[src/rtl/id_ex_stage_if.sv]
// Signal bundle between decode, the ID/EX pipeline register and the forwarding sources.
// master drives decode/forwarding/control inputs; slave is the ID/EX stage itself.
interface id_ex_stage_if;
    logic        id_valid;
    logic [4:0]  id_rs;
    logic [4:0]  id_rt;
    logic [31:0] rf_r1_data;
    logic [31:0] rf_r2_data;
    logic [4:0]  id_waddr;
    logic        id_we;
    logic        id_mem_read;
    logic [3:0]  id_alu_op;
    logic [31:0] id_imm;
    logic        mem_we;
    logic [4:0]  mem_waddr;
    logic [31:0] mem_wdata;
    logic        wb_we;
    logic [4:0]  wb_waddr;
    logic [31:0] wb_wdata;
    logic        ex_hold;
    logic        flush;
    logic        ex_valid;
    logic [31:0] ex_op_a;
    logic [31:0] ex_op_b;
    logic [31:0] ex_imm;
    logic [3:0]  ex_alu_op;
    logic [4:0]  ex_waddr;
    logic        ex_we;
    logic        ex_mem_read;
    logic        id_stall;

    modport master (
        output id_valid, id_rs, id_rt, rf_r1_data, rf_r2_data, id_waddr, id_we, id_mem_read,
               id_alu_op, id_imm, mem_we, mem_waddr, mem_wdata, wb_we, wb_waddr, wb_wdata,
               ex_hold, flush,
        input  ex_valid, ex_op_a, ex_op_b, ex_imm, ex_alu_op, ex_waddr, ex_we, ex_mem_read,
               id_stall
    );

    modport slave (
        input  id_valid, id_rs, id_rt, rf_r1_data, rf_r2_data, id_waddr, id_we, id_mem_read,
               id_alu_op, id_imm, mem_we, mem_waddr, mem_wdata, wb_we, wb_waddr, wb_wdata,
               ex_hold, flush,
        output ex_valid, ex_op_a, ex_op_b, ex_imm, ex_alu_op, ex_waddr, ex_we, ex_mem_read,
               id_stall
    );
endinterface

[src/rtl/id_ex_stage.sv]
// ID/EX pipeline register with MEM/WB operand forwarding, load-use bubble insertion,
// downstream hold and flush.
module id_ex_stage (
    input  logic         clk,
    input  logic         rst,
    id_ex_stage_if.slave bus
);
    logic        valid_q, valid_d;
    logic [31:0] op_a_q, op_a_d;
    logic [31:0] op_b_q, op_b_d;
    logic [31:0] imm_q, imm_d;
    logic [3:0]  alu_op_q, alu_op_d;
    logic [4:0]  waddr_q, waddr_d;
    logic        we_q, we_d;
    logic        mem_read_q, mem_read_d;
    logic [31:0] fwd_a, fwd_b;
    logic        load_use;

    // MEM result is younger than WB, so it wins when both target the same register.
    function automatic logic [31:0] forward(input logic [4:0] src, input logic [31:0] rf_data,
                                            input logic m_we, input logic [4:0] m_addr,
                                            input logic [31:0] m_data, input logic w_we,
                                            input logic [4:0] w_addr, input logic [31:0] w_data);
        if (src == 5'd0)                     return 32'h0;
        else if (m_we && (m_addr == src))    return m_data;
        else if (w_we && (w_addr == src))    return w_data;
        else                                 return rf_data;
    endfunction

    always_comb begin
        fwd_a = forward(bus.id_rs, bus.rf_r1_data, bus.mem_we, bus.mem_waddr, bus.mem_wdata,
                        bus.wb_we, bus.wb_waddr, bus.wb_wdata);
        fwd_b = forward(bus.id_rt, bus.rf_r2_data, bus.mem_we, bus.mem_waddr, bus.mem_wdata,
                        bus.wb_we, bus.wb_waddr, bus.wb_wdata);
    end

    assign load_use = bus.id_valid && valid_q && mem_read_q && (waddr_q != 5'd0) &&
                      ((waddr_q == bus.id_rs) || (waddr_q == bus.id_rt));

    assign bus.id_stall = (load_use || bus.ex_hold) && !bus.flush;

    always_comb begin
        valid_d    = valid_q;
        op_a_d     = op_a_q;
        op_b_d     = op_b_q;
        imm_d      = imm_q;
        alu_op_d   = alu_op_q;
        waddr_d    = waddr_q;
        we_d       = we_q;
        mem_read_d = mem_read_q;
        if (bus.flush || (!bus.ex_hold && load_use)) begin
            // Kill or bubble: only the qualifying flags matter, data fields are left as-is.
            valid_d    = 1'b0;
            we_d       = 1'b0;
            mem_read_d = 1'b0;
        end else if (!bus.ex_hold) begin
            valid_d    = bus.id_valid;
            op_a_d     = fwd_a;
            op_b_d     = fwd_b;
            imm_d      = bus.id_imm;
            alu_op_d   = bus.id_alu_op;
            waddr_d    = bus.id_waddr;
            we_d       = bus.id_we && bus.id_valid;
            mem_read_d = bus.id_mem_read && bus.id_valid;
        end
    end

    always_ff @(posedge clk or negedge rst) begin
        if (!rst) begin
            valid_q    <= 1'b0;
            op_a_q     <= 32'h0;
            op_b_q     <= 32'h0;
            imm_q      <= 32'h0;
            alu_op_q   <= 4'h0;
            waddr_q    <= 5'h0;
            we_q       <= 1'b0;
            mem_read_q <= 1'b0;
        end else begin
            valid_q    <= valid_d;
            op_a_q     <= op_a_d;
            op_b_q     <= op_b_d;
            imm_q      <= imm_d;
            alu_op_q   <= alu_op_d;
            waddr_q    <= waddr_d;
            we_q       <= we_d;
            mem_read_q <= mem_read_d;
        end
    end

    assign bus.ex_valid    = valid_q;
    assign bus.ex_op_a     = op_a_q;
    assign bus.ex_op_b     = op_b_q;
    assign bus.ex_imm      = imm_q;
    assign bus.ex_alu_op   = alu_op_q;
    assign bus.ex_waddr    = waddr_q;
    assign bus.ex_we       = we_q;
    assign bus.ex_mem_read = mem_read_q;
endmodule

[src/flat_wrapper.sv]
// flat-port wrapper written by rule: the top's interface ports become plain ports
module id_ex_stage_flat 
  (clk, rst, bus_id_valid, bus_id_rs, bus_id_rt, bus_rf_r1_data, bus_rf_r2_data, bus_id_waddr, bus_id_we, bus_id_mem_read, bus_id_alu_op, bus_id_imm, bus_mem_we, bus_mem_waddr, bus_mem_wdata, bus_wb_we, bus_wb_waddr, bus_wb_wdata, bus_ex_hold, bus_flush, bus_ex_valid, bus_ex_op_a, bus_ex_op_b, bus_ex_imm, bus_ex_alu_op, bus_ex_waddr, bus_ex_we, bus_ex_mem_read, bus_id_stall);
  id_ex_stage_if bus_i ();
  input  logic clk;
  input  logic rst;
  input wire logic [$bits(bus_i.id_valid)-1:0] bus_id_valid;
  input wire logic [$bits(bus_i.id_rs)-1:0] bus_id_rs;
  input wire logic [$bits(bus_i.id_rt)-1:0] bus_id_rt;
  input wire logic [$bits(bus_i.rf_r1_data)-1:0] bus_rf_r1_data;
  input wire logic [$bits(bus_i.rf_r2_data)-1:0] bus_rf_r2_data;
  input wire logic [$bits(bus_i.id_waddr)-1:0] bus_id_waddr;
  input wire logic [$bits(bus_i.id_we)-1:0] bus_id_we;
  input wire logic [$bits(bus_i.id_mem_read)-1:0] bus_id_mem_read;
  input wire logic [$bits(bus_i.id_alu_op)-1:0] bus_id_alu_op;
  input wire logic [$bits(bus_i.id_imm)-1:0] bus_id_imm;
  input wire logic [$bits(bus_i.mem_we)-1:0] bus_mem_we;
  input wire logic [$bits(bus_i.mem_waddr)-1:0] bus_mem_waddr;
  input wire logic [$bits(bus_i.mem_wdata)-1:0] bus_mem_wdata;
  input wire logic [$bits(bus_i.wb_we)-1:0] bus_wb_we;
  input wire logic [$bits(bus_i.wb_waddr)-1:0] bus_wb_waddr;
  input wire logic [$bits(bus_i.wb_wdata)-1:0] bus_wb_wdata;
  input wire logic [$bits(bus_i.ex_hold)-1:0] bus_ex_hold;
  input wire logic [$bits(bus_i.flush)-1:0] bus_flush;
  output wire logic [$bits(bus_i.ex_valid)-1:0] bus_ex_valid;
  output wire logic [$bits(bus_i.ex_op_a)-1:0] bus_ex_op_a;
  output wire logic [$bits(bus_i.ex_op_b)-1:0] bus_ex_op_b;
  output wire logic [$bits(bus_i.ex_imm)-1:0] bus_ex_imm;
  output wire logic [$bits(bus_i.ex_alu_op)-1:0] bus_ex_alu_op;
  output wire logic [$bits(bus_i.ex_waddr)-1:0] bus_ex_waddr;
  output wire logic [$bits(bus_i.ex_we)-1:0] bus_ex_we;
  output wire logic [$bits(bus_i.ex_mem_read)-1:0] bus_ex_mem_read;
  output wire logic [$bits(bus_i.id_stall)-1:0] bus_id_stall;
  assign bus_i.id_valid = bus_id_valid;
  assign bus_i.id_rs = bus_id_rs;
  assign bus_i.id_rt = bus_id_rt;
  assign bus_i.rf_r1_data = bus_rf_r1_data;
  assign bus_i.rf_r2_data = bus_rf_r2_data;
  assign bus_i.id_waddr = bus_id_waddr;
  assign bus_i.id_we = bus_id_we;
  assign bus_i.id_mem_read = bus_id_mem_read;
  assign bus_i.id_alu_op = bus_id_alu_op;
  assign bus_i.id_imm = bus_id_imm;
  assign bus_i.mem_we = bus_mem_we;
  assign bus_i.mem_waddr = bus_mem_waddr;
  assign bus_i.mem_wdata = bus_mem_wdata;
  assign bus_i.wb_we = bus_wb_we;
  assign bus_i.wb_waddr = bus_wb_waddr;
  assign bus_i.wb_wdata = bus_wb_wdata;
  assign bus_i.ex_hold = bus_ex_hold;
  assign bus_i.flush = bus_flush;
  assign bus_ex_valid = bus_i.ex_valid;
  assign bus_ex_op_a = bus_i.ex_op_a;
  assign bus_ex_op_b = bus_i.ex_op_b;
  assign bus_ex_imm = bus_i.ex_imm;
  assign bus_ex_alu_op = bus_i.ex_alu_op;
  assign bus_ex_waddr = bus_i.ex_waddr;
  assign bus_ex_we = bus_i.ex_we;
  assign bus_ex_mem_read = bus_i.ex_mem_read;
  assign bus_id_stall = bus_i.id_stall;
  id_ex_stage u_core (.clk(clk), .rst(rst), .bus(bus_i));
endmodule
[config.mk]
export PLATFORM = sky130hd
export DESIGN_NAME = id_ex_stage_flat
export DESIGN_NICKNAME = d
export VERILOG_FILES = /design/src/rtl/id_ex_stage_if.sv /design/src/rtl/id_ex_stage.sv /design/src/flat_wrapper.sv
export SDC_FILE = /design/constraint.sdc
export NUM_CORES = 1
export LEC_CHECK = 0
export CORE_UTILIZATION = 40
export CTS_BUF_LIST = sky130_fd_sc_hd__clkbuf_2
export DETAILED_ROUTE_END_ITERATION = 12
export PLACE_DENSITY = 0.81
export SETUP_SLACK_MARGIN = 0.2
export SLEW_MARGIN = 20
export SYNTH_ARGS = -nofsm -noshare
export SYNTH_HDL_FRONTEND = slang
export SYNTH_SLANG_ARGS = --single-unit
[constraint.sdc]
create_clock -name clk -period 1.98 [get_ports clk]
set_input_delay 0.198 -clock clk [delete_from_list [all_inputs] [get_ports clk]]
set_output_delay 0.198 -clock clk [all_outputs]
set_load 0.005 [all_outputs]
==> impl_metrics.tcl <==
set metrics [dict create \
    setup.worst_path.start_class "flip-flop" \
    violations "setup timing" \
    crit_start "u_core.bus.ex_waddr[4]" \
    antenna_left 0 \
    cts_buffers 9 \
    route.vias.total 7136 \
    syn_area_um2 7070 \
    drive_gt1_frac 0.200 \
    r2r-end "u_core.bus.ex_imm[6]" \
    max_stage_delay_ns 0.56 \
    clock_sinks 108 \
    dp_hpwl_mm 18.1 \
    postPlaceCellArea_um2 10800 \
    drc_errors 0 \
    required_ns 2.58 \
    grtUsageMet1 0.372 \
    hp-start "bus_id_we" \
    synth_area_per_cell_um2 10.6 \
    worstMarginPinSlew_ns 0.865 \
    antenna_found_initial 1 \
    synth_warnings 0 \
    die_y_um 135 \
    cts_tree "built" \
    slew_violations 0 \
    r2r_cells 9 \
    crit_cells 9 \
    die-area_um2 18200 \
    critPathTopFamily "buffers and inverters" \
    wl_per_cell_um 22.0 \
    drtIter0Drc 463 \
    cp-endpoint "u_core.bus.ex_imm[6]" \
    finalSetupTns_ns -45.50 \
    hp-class "input port to flip-flop" \
    numPortBuffers 306 \
    period_needed_ns 2.51 \
    clk_latency_ns 0.66 \
    maxCapViolCount 0 \
    yosys.cell_types.count 37 \
    max-vdd-ir-drop_v 0.000449 \
    p_per_area_nw_per_um2 532 \
    reg2reg_setup_slack_ns -0.53 \
    drt-total-wl_mm 27.4 \
    start_util 0.409 \
    yosysSeqAreaShare 0.382 \
    clk_path_buf_depth 2 \
    grt_pass1_wl_mm 41.1 \
    coreArea_um2 17300 \
    cp_max_fo 7 \
    finalCritPeriodShare 1.27 \
    row_count 48 \
    grt.busiest_layer "met2" \
    synthCells 669 \
    regToRegStartpoint "u_core.bus.ex_waddr[4]" \
    area_delta_synth_final_pct 63.9 \
    hold_ws_ns 0.0700 \
    cp_slowest_cell "or4_4" \
    cts_max_level 3 \
    path_class "flip-flop to flip-flop" \
    viasPerCell 5.72 \
    grt_pass1_vias 7474 \
    use_met2 0.500 \
    io_pins 307 \
    grt_usage 0.295 \
    gp_congestion 0.884 \
    crit_chain "or4_4 > o2111ai_4 > buf_4 > buf_6 > buf_6 > o21a_4 > buf_12 > buf_12 > mux2_1" \
    crit_buf_inv 5 \
    clkSlewWorstSetupHoldPaths_ns 0.35 \
    clockRootBuffer "clkbuf_2" \
    hold_viol_final 0 \
    finClkSkew_ns 0.0411 \
    status "complete, but fails checks" \
    grt.met3_usage 0.0548 \
    grt-ovfl-total 0 \
    worst_slack_ns -0.534 \
    fin_area_um2 11600 \
    p_leak_nw 4.99 \
    dieWidth_um 135 \
    nets 1215 \
    ys_ff_latch 108 \
    fmax_mhz 398 \
    grt_start_max_net_pins 72 \
    worstSetupEndpointType "flip-flop" \
    relSlewSlack 0.422 \
    dr.pass1.iters 4 \
    rsz0062_at_grt "true" \
    crit_arrival_ns 3.11 \
    finalSetupViolCount 106 \
    syn-num-nets 867 \
]
## worst reg2reg max path, delay by kind of cell (launching register included)
family	cells	cell delay (ns)
AOI/OAI and AO/OA	2	0.46
buffers and inverters	5	0.64
DFF	1	0.48
muxes	1	0.33
and+or+nand+nor	1	0.56
## power by group
part | switching, mW | leakage, nW | internal [mW]
clock network | 0.924 | 0.0721 | 0.218
registers | 0.186 | 1.31 | 2.52
logic | 0.978 | 3.61 | 1.33
total | 2.09 | 4.99 | 4.07
## cell type report
class | count | area (µm²)
Antenna cell | 1 | 2.50
Clock buffer | 9 | 45.0
Clock inverter | 7 | 80.1
Fill cell | 1293 | 5710
Inverter | 64 | 240
Multi-Input combinational cell | 426 | 3910
Sequential cell | 108 | 2700
Tap cell | 225 | 282
Timing Repair Buffer | 408 | 4330
## metrics by stage
stage	power [mW]	utilization	setup slack [ns]	cells
2_1_floorplan	3.61	-	-0.0634	669
3_3_place_gp	5.05	0.623	-0.415	1187
3_5_place_dp	5.09	0.623	-0.528	1187
4_1_cts	6.11	0.652	-0.585	1228
5_1_grt	6.45	0.670	-0.646	1248
6_report	6.16	0.670	-0.534	1248
## kinds of logic after synthesis
| kind of cell | share of synthesized area |
|---|---|
| AO/OA/AOI/OAI | 0.281 |
| XOR/XNOR | 0.0371 |
| buffers and inverters | 0.0929 |
| flip-flops | 0.382 |
| multiplexers | 0.0653 |
| AND/OR/NAND/NOR | 0.141 |
## layout by cell type (no fill, tap or decap), types with 3 or more instances in the layout
master,Yosys,layout
buf_4,1,49
a21oi_1,3,3
and2_2,0,3
xor2_1,22,22
o31ai_1,64,64
nand3b_1,32,32
nand2_1,4,4
buf_6,16,15
mux2_1,40,40
dfrtp_1,108,108
nor2_1,5,3
a21boi_1,17,17
clkdlybuf4s50_1,0,196
o32ai_2,51,63
and3_1,64,64
a21boi_0,47,47
nor4_4,2,3
or3_1,32,32
buf_12,1,20
buf_16,0,9
clkbuf_16,0,7
xnor2_1,8,8
clkbuf_2,0,13
dlygate4sd2_1,0,103
inv_1,64,64
## synth_stat cells
cell type	instances	area [µm²]
a21boi_0	47	353
a21boi_1	17	128
a21oi_1	3	15.0
a22oi_1	1	7.51
and2_0	1	6.26
and2_1	3	18.8
and3_1	64	400
buf_12	1	20.0
buf_2	8	40.0
buf_4	1	7.51
buf_6	16	180
clkbuf_1	45	169
dfrtp_1	108	2700
inv_1	64	240
mux2_1	40	450
mux2_2	1	11.3
nand2_1	4	15.0
nand3b_1	32	240
nand4_1	1	6.26
nor2_1	5	18.8
nor2b_1	1	6.26
nor3_1	2	10.0
nor4_2	1	12.5
nor4_4	2	42.5
o2111ai_2	1	15.0
o211ai_1	2	15.0
o21a_1	1	7.51
o21ai_0	1	5.00
o21ai_1	2	10.0
o21ba_2	1	10.0
o31ai_1	64	480
o32ai_1	13	114
o32ai_2	51	830
or3_1	32	200
or4_1	3	22.5
xnor2_1	8	70.1
xor2_1	22	193
## flip-flops by register name (all words and copies together) (netlist names)
| signal | count |
|---|---|
| u_core.bus.ex_op_a | 32 |
| u_core.bus.ex_mem_read | 1 |
| u_core.bus.ex_imm | 32 |
| u_core.bus.ex_we | 1 |
| u_core.bus.ex_op_b | 32 |
| u_core.bus.ex_alu_op | 4 |
| u_core.bus.ex_valid | 1 |
| u_core.bus.ex_waddr | 5 |
## layer usage
layer / vias up / part of all wire / wire length, µm
li1: 3185 / - / -
met1: 3519 / 0.40 / 11100
met2: 391 / 0.50 / 13600
met3: 41 / 0.077 / 2120
met4: 0 / 0.022 / 594
met5: - / 0 / 0
## worst min path at each step
| stage | to | slack [ns] | cells after the start |
|---|---|---|---|
| floorplan | u_core.bus.ex_alu_op[0] | -0.1 | 0 |
| global placement | u_core.bus.ex_op_a[2] | 0.20 | 2 |
| detailed placement | u_core.bus.ex_op_a[2] | 0.20 | 2 |
| CTS | u_core.bus.ex_we | 0.03 | 3 |
| global route | u_core.bus.ex_mem_read | 0.01 | 3 |
| finish | u_core.bus.ex_we | 0.07 | 3 |
## repair_timing
item | in CTS | in global routing
endpoints found under the setup margin | 217 | 113
gates resized for setup | 144 | 25
hold buffers | 2 | 0
hold endpoints to repair | 108 | 0
pin swaps | 3 | 9
buffers inserted | 14 | 9
gates cloned | 9 | 10
No activity file was read; power rests on OpenSTA's default activity.
